[src/rtl/l1a_check_pkg.sv]
// l1a_check_pkg: header marker layout and header detection shared by the L1A event checker.
package l1a_check_pkg;
  localparam logic [1:0] HDR_MARK = 2'b11;
  localparam int HDR_HI = 30;
  localparam int HDR_LO = 14;
  localparam int L1A_LSB = 0;
  function automatic logic is_header(input logic valid, input logic [31:0] w);
    return valid && w[HDR_HI +: 2] == HDR_MARK && w[HDR_LO +: 2] == HDR_MARK;
  endfunction
endpackage

[src/rtl/sat_counter.sv]
// sat_counter: increment-by-one counter that sticks at all-ones, with sync clear.
module sat_counter #(
  parameter int W = 16
) (
  input  logic         clk,
  input  logic         reset_n,
  input  logic         clr,
  input  logic         inc,
  output logic [W-1:0] q
);
  always_ff @(posedge clk or negedge reset_n)
    if (!reset_n) q <= '0;
    else if (clr) q <= '0;
    else if (inc && !(&q)) q <= q + 1'b1;
endmodule

[src/rtl/l1a_event_builder_check.sv]
// l1a_event_builder_check: collects per-channel headers for the current L1A, declares
// completion or timeout, and keeps event/error statistics for readout validation.
module l1a_event_builder_check
  import l1a_check_pkg::*;
#(
  parameter int NUM_ADC   = 16,
  parameter int L1A_W     = 14,
  parameter int CNT_W     = 16,
  parameter int TIMEOUT   = 4096,
  parameter int FIRST_L1A = 1,
  localparam int CH_W     = $clog2(NUM_ADC)
) (
  input  logic               clk,
  input  logic               reset_n,
  input  logic               clear,
  input  logic               data_valid,
  input  logic [31:0]        data_in,
  input  logic [CH_W-1:0]    data_ch,
  output logic [CNT_W-1:0]   L1A_sent_counter,
  output logic [L1A_W-1:0]   current_L1A,
  output logic               event_done,
  output logic [CNT_W-1:0]   dup_err_count,
  output logic [CNT_W-1:0]   mismatch_count,
  output logic [CNT_W-1:0]   timeout_count,
  output logic [NUM_ADC-1:0] missing_mask
);
  localparam int TM_W = $clog2(TIMEOUT);
  logic [NUM_ADC-1:0] seen, onehot, seen_nx;
  logic [TM_W-1:0] timer;
  logic hdr, ch_ok, take, dup, mis, complete, expire, unused_bits;
  always_comb begin
    hdr = is_header(data_valid, data_in);
    // an out-of-range channel shifts the bit out entirely, which doubles as the range check
    onehot = NUM_ADC'(1) << data_ch;
    ch_ok = |onehot;
    take = hdr && ch_ok && data_in[L1A_LSB +: L1A_W] == current_L1A;
    seen_nx = take ? seen | onehot : seen;
    dup = take && |(seen & onehot);
    mis = hdr && !take;
    complete = &seen_nx;
    expire = |seen && timer == TM_W'(TIMEOUT - 1) && !complete;
    unused_bits = ^data_in;
  end
  sat_counter #(.W(CNT_W)) u_dup (.clk(clk), .reset_n(reset_n), .clr(clear), .inc(dup), .q(dup_err_count));
  sat_counter #(.W(CNT_W)) u_mis (.clk(clk), .reset_n(reset_n), .clr(clear), .inc(mis), .q(mismatch_count));
  sat_counter #(.W(CNT_W)) u_to (.clk(clk), .reset_n(reset_n), .clr(clear), .inc(expire), .q(timeout_count));
  always_ff @(posedge clk or negedge reset_n)
    if (!reset_n) begin
      seen <= '0;
      timer <= '0;
      L1A_sent_counter <= '0;
      current_L1A <= L1A_W'(FIRST_L1A);
      event_done <= 1'b0;
      missing_mask <= '0;
    end else if (clear) begin
      seen <= '0;
      timer <= '0;
      L1A_sent_counter <= '0;
      current_L1A <= L1A_W'(FIRST_L1A);
      event_done <= 1'b0;
      missing_mask <= '0;
    end else begin
      event_done <= complete;
      seen <= (complete || expire) ? '0 : seen_nx;
      timer <= (complete || expire || !(|seen)) ? '0 : timer + 1'b1;
      if (complete) L1A_sent_counter <= L1A_sent_counter + 1'b1;
      if (complete || expire) current_L1A <= current_L1A + 1'b1;
      if (expire) missing_mask <= ~seen;
    end
endmodule

[config.mk]
export PLATFORM = sky130hd
export DESIGN_NAME = l1a_event_builder_check
export DESIGN_NICKNAME = d
export VERILOG_FILES = /design/src/rtl/l1a_check_pkg.sv /design/src/rtl/sat_counter.sv /design/src/rtl/l1a_event_builder_check.sv
export SDC_FILE = /design/constraint.sdc
export NUM_CORES = 1
export LEC_CHECK = 0
export CAP_MARGIN = 20
export CORE_MARGIN = 2
export CORE_UTILIZATION = 40
export DETAILED_ROUTE_END_ITERATION = 8
export PLACE_DENSITY = 0.73
export SLEW_MARGIN = 10
export SYNTH_ARGS = -nofsm -noshare
export SYNTH_HDL_FRONTEND = slang
export SYNTH_SLANG_ARGS = --single-unit
[constraint.sdc]
create_clock -name clk -period 4.69 [get_ports clk]
set_input_delay 0.938 -clock clk [delete_from_list [all_inputs] [get_ports clk]]
set_output_delay 0.938 -clock clk [all_outputs]
set_load 0.01 [all_outputs]
==> impl_metrics.ini, run 1 <==
[worst_setup_path]
rr_startpoint = current_L1A[0]$_DFFE_PN1P_
ff2ff_path_depth = 8
cp.arrival_ps = 4120
crit_path_start_kind = input pin
cp_data_required_time_ps = 5000
worst-path-max-fanout = 13
end_kind = flip-flop
reg2reg_slack_ps = 1230
r2r_end = L1A_sent_counter[7]$_DFFE_PN0P_
crit_type = input pin to flip-flop

[pwr]
power_mw = 2.50
power_leakage_nw = 3.78
cellPowerDensity_mw_per_mm2 = 273
ir_worst_vdd_mv = 0.265

[logic_synthesis]
ys_types = 64
syn-num-nets = 821
yosys.area.top_type = dfrtp_1
synth_compound_area_frac = 0.117
ys_ff_latch = 123
synth-edff-count = 0
synth_top_family_by_area = simple AND/OR/NAND/NOR gates
synth_area_mm2 = 0.00716
yosysMostFrequentCell = dfrtp_1
ys_async_sr_fraction = 1.00
synth_xor_xnor_area_share = 0.0575
synth_commonest_cells = dfrtp_1, nor2_1, nor2b_1
synth.area.mux_share = 0.0727
synth_fa_ha_area_frac = 0.0105
synth_area_leaders = dfrtp_1, nor2_1, mux2_2, nor2b_1, nand3_1
synth-seq-area-share = 0.430
synth_top_flop_cell = dfrtp_1
syn-instance-count = 775
syn_avg_cell_area_um2 = 9.24
yosys.area_share.simple = 0.271
synth_warnings = 0
synth_top_cell_area_share = 0.426

[sta]
report.final.slew_viol_count = 0
max_slew.worst_pin.slew_ps = 797
setup_violations = 0
period_needed_ps = 3810
finalCritPeriodShare = 0.813
hold_viol = 0
max-slew-margin-rel = 0.468
final.setup.tns_ps = 0
rsz0062_at_grt = no
fin_skew_ps = 11.1
holdWs_ps = 383
fmax_mhz = 262

[flow_run]
drv_cap = 0

[floorplanning]
ioPinCount = 135
die_area_mm2 = 0.0190
die_w_um = 138
floorplan.rows = 48
die_y_um = 138
initial_utilization = 0.411
coreArea_mm2 = 0.0174

[finish]
final_util = 0.526
area.growth.synth_to_final_pct = 28.0
drive_above_1_share = 0.122
antenna_cells = 0
stdcell_count = 1121
nNetsFinal = 929
n_fill_cell = 1597

[clock_network]
htree_levels = 4
cts_buffers = 17
cts.repair.resized = 0
postCtsSetupRepairBufs = 0
cts_tree = done
insertion_delay_ps = 430
cts.sinks = 123
cts_root_buf = clkbuf_16
hold_buffers = 0
clk_pin_slew_ps = 60
cts_buffer_depth = 2

[drt]
wl_per_cell_um = 16.2
firstDrtPassIters = 6
totalWireLength_mm = 18.2
ant_nets = 0
drc = 0
routed-via-count = 6176
vias_per_cell = 5.51
drt-initial-drc-count = 528

[grt]
antenna_found_initial = 0
grt_pass1_vias = 5895
grt_use_total = 0.200
grt_pass1_wl_mm = 30.0
grt_overflow_total = 0
grt_max_degree = 82

[placement]
gp_congestion = 0.882
port_buffers = 120
dpl.cell_count = 1088
hpwl_mm = 12.1

[hold_path]
hold_class = input pin to asynchronous set/reset pin

[run_status]
status = finished, final reports clean
==> metrics by stage <==
step / worst slack (ps) / area (um2)
after global placement: 430 / 8540
after CTS: 870 / 9130
after global routing: 672 / 9160
after detailed placement: 430 / 8540
final: 879 / 9160
after floorplan: 1310 / 7160
==> area by class of cell <==
type,count,area [um2],share of cell area
repair buffers,134,1350,0.147
flip-flops and latches,123,3080,0.336
inverters,19,71.3,0.00778
clock inverters,15,169,0.0184
clock buffers,17,425,0.0464
well taps,225,282,0.0307
multi-input cells,588,3790,0.414
==> logic make-up after synthesis <==
| family | count (synthesis) |
|---|---|
| and+or+nand+nor | 368 |
| DFF | 123 |
| AOI/OAI and AO/OA | 120 |
| buffers and inverters | 64 |
| xor gates and xnor gates | 47 |
| muxes | 47 |
| adders and majority gates | 6 |
==> how the worst max path moves through the flow <==
stage / depth (start not counted) / start / endpoint
2_1_floorplan: 10 / data_in[14] / L1A_sent_counter[13]$_DFFE_PN0P_
3_3_place_gp: 9 / data_in[0] / L1A_sent_counter[7]$_DFFE_PN0P_
3_5_place_dp: 9 / data_in[0] / L1A_sent_counter[7]$_DFFE_PN0P_
4_1_cts: 9 / data_in[14] / L1A_sent_counter[7]$_DFFE_PN0P_
5_1_grt: 11 / data_valid / missing_mask[15]$_DFFE_PN0P_
6_report: 9 / data_in[1] / L1A_sent_counter[7]$_DFFE_PN0P_
==> sequential cells by signal, indices dropped and copies added (netlist names) <==
| register | flops |
|---|---|
| timer | 12 |
| missing_mask | 16 |
| current_L1A | 14 |
| u_dup.q | 16 |
| seen | 16 |
| event_done | 1 |
| u_mis.q | 16 |
| L1A_sent_counter | 16 |
| u_to.q | 16 |
==> worst max-delay path: stages <==
cell and delay [ps]:
clkdlybuf4s50_1 410, xnor2_1 220, nand4_1 190, nor4_4 480, and3_2 320, a32oi_2 170
or4_4 650, nor4b_1 360, mux2_2 370
==> report_power, final <==
| part | total [mW] | switching [mW] | leakage, nW | internal, mW |
|---|---|---|---|---|
| Clock | 1.32 | 0.529 | 0.277 | 0.790 |
| Combinational | 0.115 | 0.0719 | 1.79 | 0.0434 |
| Sequential | 1.07 | 0.00347 | 1.71 | 1.06 |
| Total | 2.50 | 0.605 | 3.78 | 1.90 |
==> cells in the final DEF (no fill, tap or decap), types with 7 or more instances in the layout <==
cell type	count
buf_4	13
mux2_2	36
nand2_1	32
a31o_2	12
clkbuf_16	17
and4_1	7
nor3_1	12
nand3_1	42
a21oi_1	38
a31oi_1	16
nor2b_1	49
nand4_1	29
clkdlybuf4s50_1	118
nand2b_1	7
and3_1	28
and2_1	9
xnor2_1	23
dfrtp_1	122
inv_1	19
a311oi_1	8
nor4_1	9
o21ai_0	10
nor2_1	117
xor2_1	24
or3_1	10
mux2i_1	7
==> layer usage <==
metal  track usage  vias up  wire, um
li1              -     2980         -
met1         0.270     3004      8180
met2         0.314      170      8520
met3        0.0574       22      1200
met4        0.0561        0       241
met5             0        -         0
Power figures use the tool's default switching activity.
==> run 2: changes to the inputs <==
==> constraint.sdc (replaced) <==
create_clock -name clk -period 3.9 [get_ports clk]
set_input_delay 0.78 -clock clk [delete_from_list [all_inputs] [get_ports clk]]
set_output_delay 0.78 -clock clk [all_outputs]
set_load 0.01 [all_outputs]
==> impl_metrics.ini, run 2 (synthesis gave the netlist of run 1 again) <==
[finish]
ff_latch_area_mm2 = 0.00308
antenna_cells = 0
n_fill_cell = 1584
nNetsFinal = 954
area.growth.synth_to_final_pct = 31.4
layout_common_cells = dfrtp_1, clkdlybuf4s50_1, nor2_1
layout_commonest_cell = dfrtp_1
fin_area_mm2 = 0.00941
drive_above_1_share = 0.145
multi_input_area_mm2 = 0.00379

[worst_setup_path]
rr_startpoint = current_L1A[7]$_DFFE_PN0P_
crit_path_start_kind = input pin
reg2reg_slack_ps = 670
cp_data_required_time_ps = 4200
crit_type = input pin to flip-flop
cp.arrival_ps = 3830
crit_start = data_in[14]
worst-path-max-fanout = 37
end_kind = flip-flop
ff2ff_path_depth = 11
r2r_end = missing_mask[15]$_DFFE_PN0P_

[clock_network]
cts.repair.resized = 0
cts_buffer_depth = 2
htree_levels = 4
insertion_delay_ps = 420
hold_buffers = 0
cts_root_buf = clkbuf_16
postCtsSetupRepairBufs = 0
cts.sinks = 123
cts_tree = done
cts_buffers = 17
clk_pin_slew_ps = 60

[sta]
fin_skew_ps = 8.24
hold_viol = 0
setup_violations = 0
holdWs_ps = 264
max_slew.worst_pin.slew_ps = 601
fmax_mhz = 283
report.final.slew_viol_count = 0
final.setup.tns_ps = 0
max-slew-margin-rel = 0.599
rsz0062_at_grt = no
period_needed_ps = 3530
finalCritPeriodShare = 0.906

[pwr]
p_clk_frac = 0.537
pwr-share-seq = 0.417
internal_power_mw = 2.35
cellPowerDensity_mw_per_mm2 = 327
combPwrFrac = 0.046
switchingPower_uw = 729
power_leakage_nw = 3.92
ir_worst_vdd_mv = 0.326
sw_frac_of_total = 0.237

[placement]
gp_congestion = 0.897
placed_area_mm2 = 0.00876
port_buffers = 120
hpwl_mm = 12.4

[floorplanning]
coreArea_mm2 = 0.0174
die_y_um = 138
ioPinCount = 135
floorplan.rows = 48
die_area_mm2 = 0.0190
initial_utilization = 0.411
die_w_um = 138

[grt]
grt_pass1_wl_mm = 30.8
grt_max_degree = 82
grt_overflow_total = 0
grt_use_total = 0.206
grt_pass1_vias = 6100
antenna_found_initial = 0

[drt]
ant_nets = 0
wl_per_cell_um = 16.2
vias_per_cell = 5.57
firstDrtPassIters = 7
drc = 0
totalWireLength_mm = 18.6
drt-initial-drc-count = 479
routed-via-count = 6382

[flow_run]
drv_cap = 0

[run_status]
status = finished, final reports clean

[hold_path]
hold_class = input pin to asynchronous set/reset pin
run 2: how the worst max path moves through the flow:
stage                                        to  slack, ps  depth (start not counted)
6_report           missing_mask[15]$_DFFE_PN0P_        370                         12
5_1_grt            missing_mask[10]$_DFFE_PN0P_        140                         12
4_1_cts            missing_mask[15]$_DFFE_PN0P_        360                         12
3_5_place_dp        missing_mask[7]$_DFFE_PN0P_        -50                         12
3_3_place_gp        missing_mask[7]$_DFFE_PN0P_        -20                         12
2_1_floorplan  L1A_sent_counter[13]$_DFFE_PN0P_        680                         10
run 2: power by group through the flow:
stage / clock [mW] / combinational (mW) / sequential (mW)
floorplan: 0 / 0.0635 / 1.31
finish: 1.65 / 0.142 / 1.28
CTS: 1.68 / 0.141 / 1.28
detailed placement: 0 / 0.140 / 1.31
global placement: 0 / 0.138 / 1.31
global route: 1.74 / 0.159 / 1.28
run 2: worst max-delay path: stages:
cell and delay (ps):
clkdlybuf4s50_1 450, and4_1 240, nand4_1 120, nor4_2 380, buf_12 180, a41oi_1 160, nor4_1 320, buf_4 160
and4_1 260, buf_12 230, a21oi_4 180, mux2_1 350
run 2: area by class of cell:
class                           instances  share of cell area
Timing Repair Buffer                  159               0.167
Sequential cell                       123               0.327
Tap cell                              225              0.0299
Clock inverter                         15              0.0201
Multi-Input combinational cell        588               0.403
Inverter                               19             0.00758
Clock buffer                           17              0.0452
run 2: per-stage QoR:
| step | setup WS (ps) | utilization | instances | power, mW |
|---|---|---|---|---|
| 2_1_floorplan | 676 | - | 775 | 1.37 |
| 3_3_place_gp | -15.0 | 0.503 | 1113 | 1.44 |
| 3_5_place_dp | -53.3 | 0.503 | 1113 | 1.45 |
| 4_1_cts | 356 | 0.539 | 1145 | 3.11 |
| 5_1_grt | 138 | 0.540 | 1146 | 3.18 |
| 6_report | 366 | 0.540 | 1146 | 3.08 |
run 2: per-layer routing:
layer / global-route usage / part of all wire
met4: 0.0601 / 0.012
met1: 0.284 / 0.46
met2: 0.325 / 0.47
met3: 0.0475 / 0.062
met5: 0 / 0
==> run 3: changes to the inputs <==
--- a/config.mk
+++ b/config.mk
@@ -8,6 +8,7 @@
 export CAP_MARGIN = 20
 export CORE_MARGIN = 2
 export CORE_UTILIZATION = 40
+export CTS_BUF_LIST = sky130_fd_sc_hd__clkbuf_8
 export DETAILED_ROUTE_END_ITERATION = 8
 export PLACE_DENSITY = 0.73
 export SLEW_MARGIN = 10
==> impl_metrics.ini, run 3 (synthesis gave the netlist of run 1 again) <==
[run_status]
status = finished, final reports clean

[drt]
firstDrtPassIters = 5
vias_per_cell = 5.50
wl_per_cell_um = 16.0
routed-via-count = 6308
ant_nets = 0
drt-initial-drc-count = 403
drc = 0
totalWireLength_mm = 18.4

[grt]
antenna_found_initial = 0
grt_pass1_vias = 6011
grt_overflow_total = 0
grt_pass1_wl_mm = 30.3
grt_use_total = 0.204
grt_max_degree = 82

[clock_network]
cts_tree = done
htree_levels = 4
cts.sinks = 123
cts_buffer_depth = 2
cts_buffers = 17
hold_buffers = 0
cts.repair.resized = 0
cts_root_buf = clkbuf_8
postCtsSetupRepairBufs = 0
insertion_delay_ps = 450
clk_pin_slew_ps = 80

[floorplanning]
coreArea_mm2 = 0.0174
die_area_mm2 = 0.0190
die_w_um = 138
ioPinCount = 135
die_y_um = 138
initial_utilization = 0.411
floorplan.rows = 48

[finish]
ff_latch_area_mm2 = 0.00308
nNetsFinal = 954
multi_input_area_mm2 = 0.00379
layout_commonest_cell = dfrtp_1
fin_area_mm2 = 0.00922
layout_common_cells = dfrtp_1, clkdlybuf4s50_1, nor2_1
area.growth.synth_to_final_pct = 28.7
n_fill_cell = 1612
drive_above_1_share = 0.145
antenna_cells = 0
final_util = 0.529

[placement]
port_buffers = 120
gp_congestion = 0.897
placed_area_mm2 = 0.00876
hpwl_mm = 12.4
place_ws_ps = -53.3

[sta]
fin_skew_ps = 10.7
setup_violations = 0
hold_viol = 0
finalCritPeriodShare = 0.886
worst_slack_ps = 445
period_needed_ps = 3450
max-slew-margin-rel = 0.599
report.final.slew_viol_count = 0
max_slew.worst_pin.slew_ps = 601
final.setup.tns_ps = 0
holdWs_ps = 227
fmax_mhz = 289
rsz0062_at_grt = no

[worst_setup_path]
cp.arrival_ps = 3790
rr_startpoint = current_L1A[0]$_DFFE_PN1P_
cp_data_required_time_ps = 4240
crit_start = data_in[14]
ff2ff_path_depth = 9
end_kind = flip-flop
worst-path-max-fanout = 37
reg2reg_slack_ps = 700
crit_type = input pin to flip-flop
crit_path_start_kind = input pin
endpoint = missing_mask[7]$_DFFE_PN0P_
r2r_end = L1A_sent_counter[7]$_DFFE_PN0P_

[flow_run]
drv_cap = 0

[pwr]
ir_worst_vdd_mv = 0.191
power_leakage_nw = 3.84
cellPowerDensity_mw_per_mm2 = 287

[hold_path]
hold_class = input pin to asynchronous set/reset pin
run 3: cell counts in the layout (fill, tap and decap cells not counted):
No cell type changed its count.
run 3: area by class of cell:
cell class | instances | share of cell area
multi-input combinational | 588 | 0.411
sequential | 123 | 0.334
timing repair buffer | 159 | 0.171
tap | 225 | 0.0305
clock buffer | 17 | 0.0254
clock inverter | 15 | 0.0205
inverter | 19 | 0.00774
run 3: critical path, stage by stage:
cell and delay, ps:
clkdlybuf4s50_1 450, and4_1 240, nand4_1 130, nor4_2 380, buf_12 180, buf_4 130, a31oi_1 80, o22ai_1 330
and4_1 320, buf_12 220, a21oi_4 180, mux2_1 350
run 3: worst min-delay path by stage:
stage / depth (start not counted) / slack, ps / endpoint / startpoint
finish: 1 / 230 / L1A_sent_counter[11]$_DFFE_PN0P_ / reset_n
global route: 1 / 240 / L1A_sent_counter[12]$_DFFE_PN0P_ / reset_n
CTS: 1 / 490 / timer[0]$_DFF_PN0_ / timer[0]$_DFF_PN0_
detailed placement: 1 / 480 / timer[0]$_DFF_PN0_ / timer[0]$_DFF_PN0_
global placement: 1 / 470 / timer[0]$_DFF_PN0_ / timer[0]$_DFF_PN0_
floorplan: 1 / 450 / timer[0]$_DFF_PN0_ / timer[0]$_DFF_PN0_
run 3: through the flow:
stage                     total power, mW  instances
after global placement               1.44       1113
after CTS                            2.68       1145
after detailed placement             1.45       1113
after global routing                 2.75       1146
final                                2.64       1146
after floorplan                      1.37        775
run 3: where the power goes:
part / switching [mW] / leakage, nW / internal, mW
Sequential: 0.00415 / 1.71 / 1.28
Combinational: 0.0871 / 1.93 / 0.0546
Clock: 0.580 / 0.196 / 0.641
Total: 0.671 / 3.84 / 1.97
run 3: layer usage:
layer	global-route usage	vias to the layer above	routed length (um)
li1	-	3029	-
met2	0.320	203	8560
met5	0	-	0
met1	0.281	3061	8430
met3	0.0438	15	1180
met4	0.0635	0	187
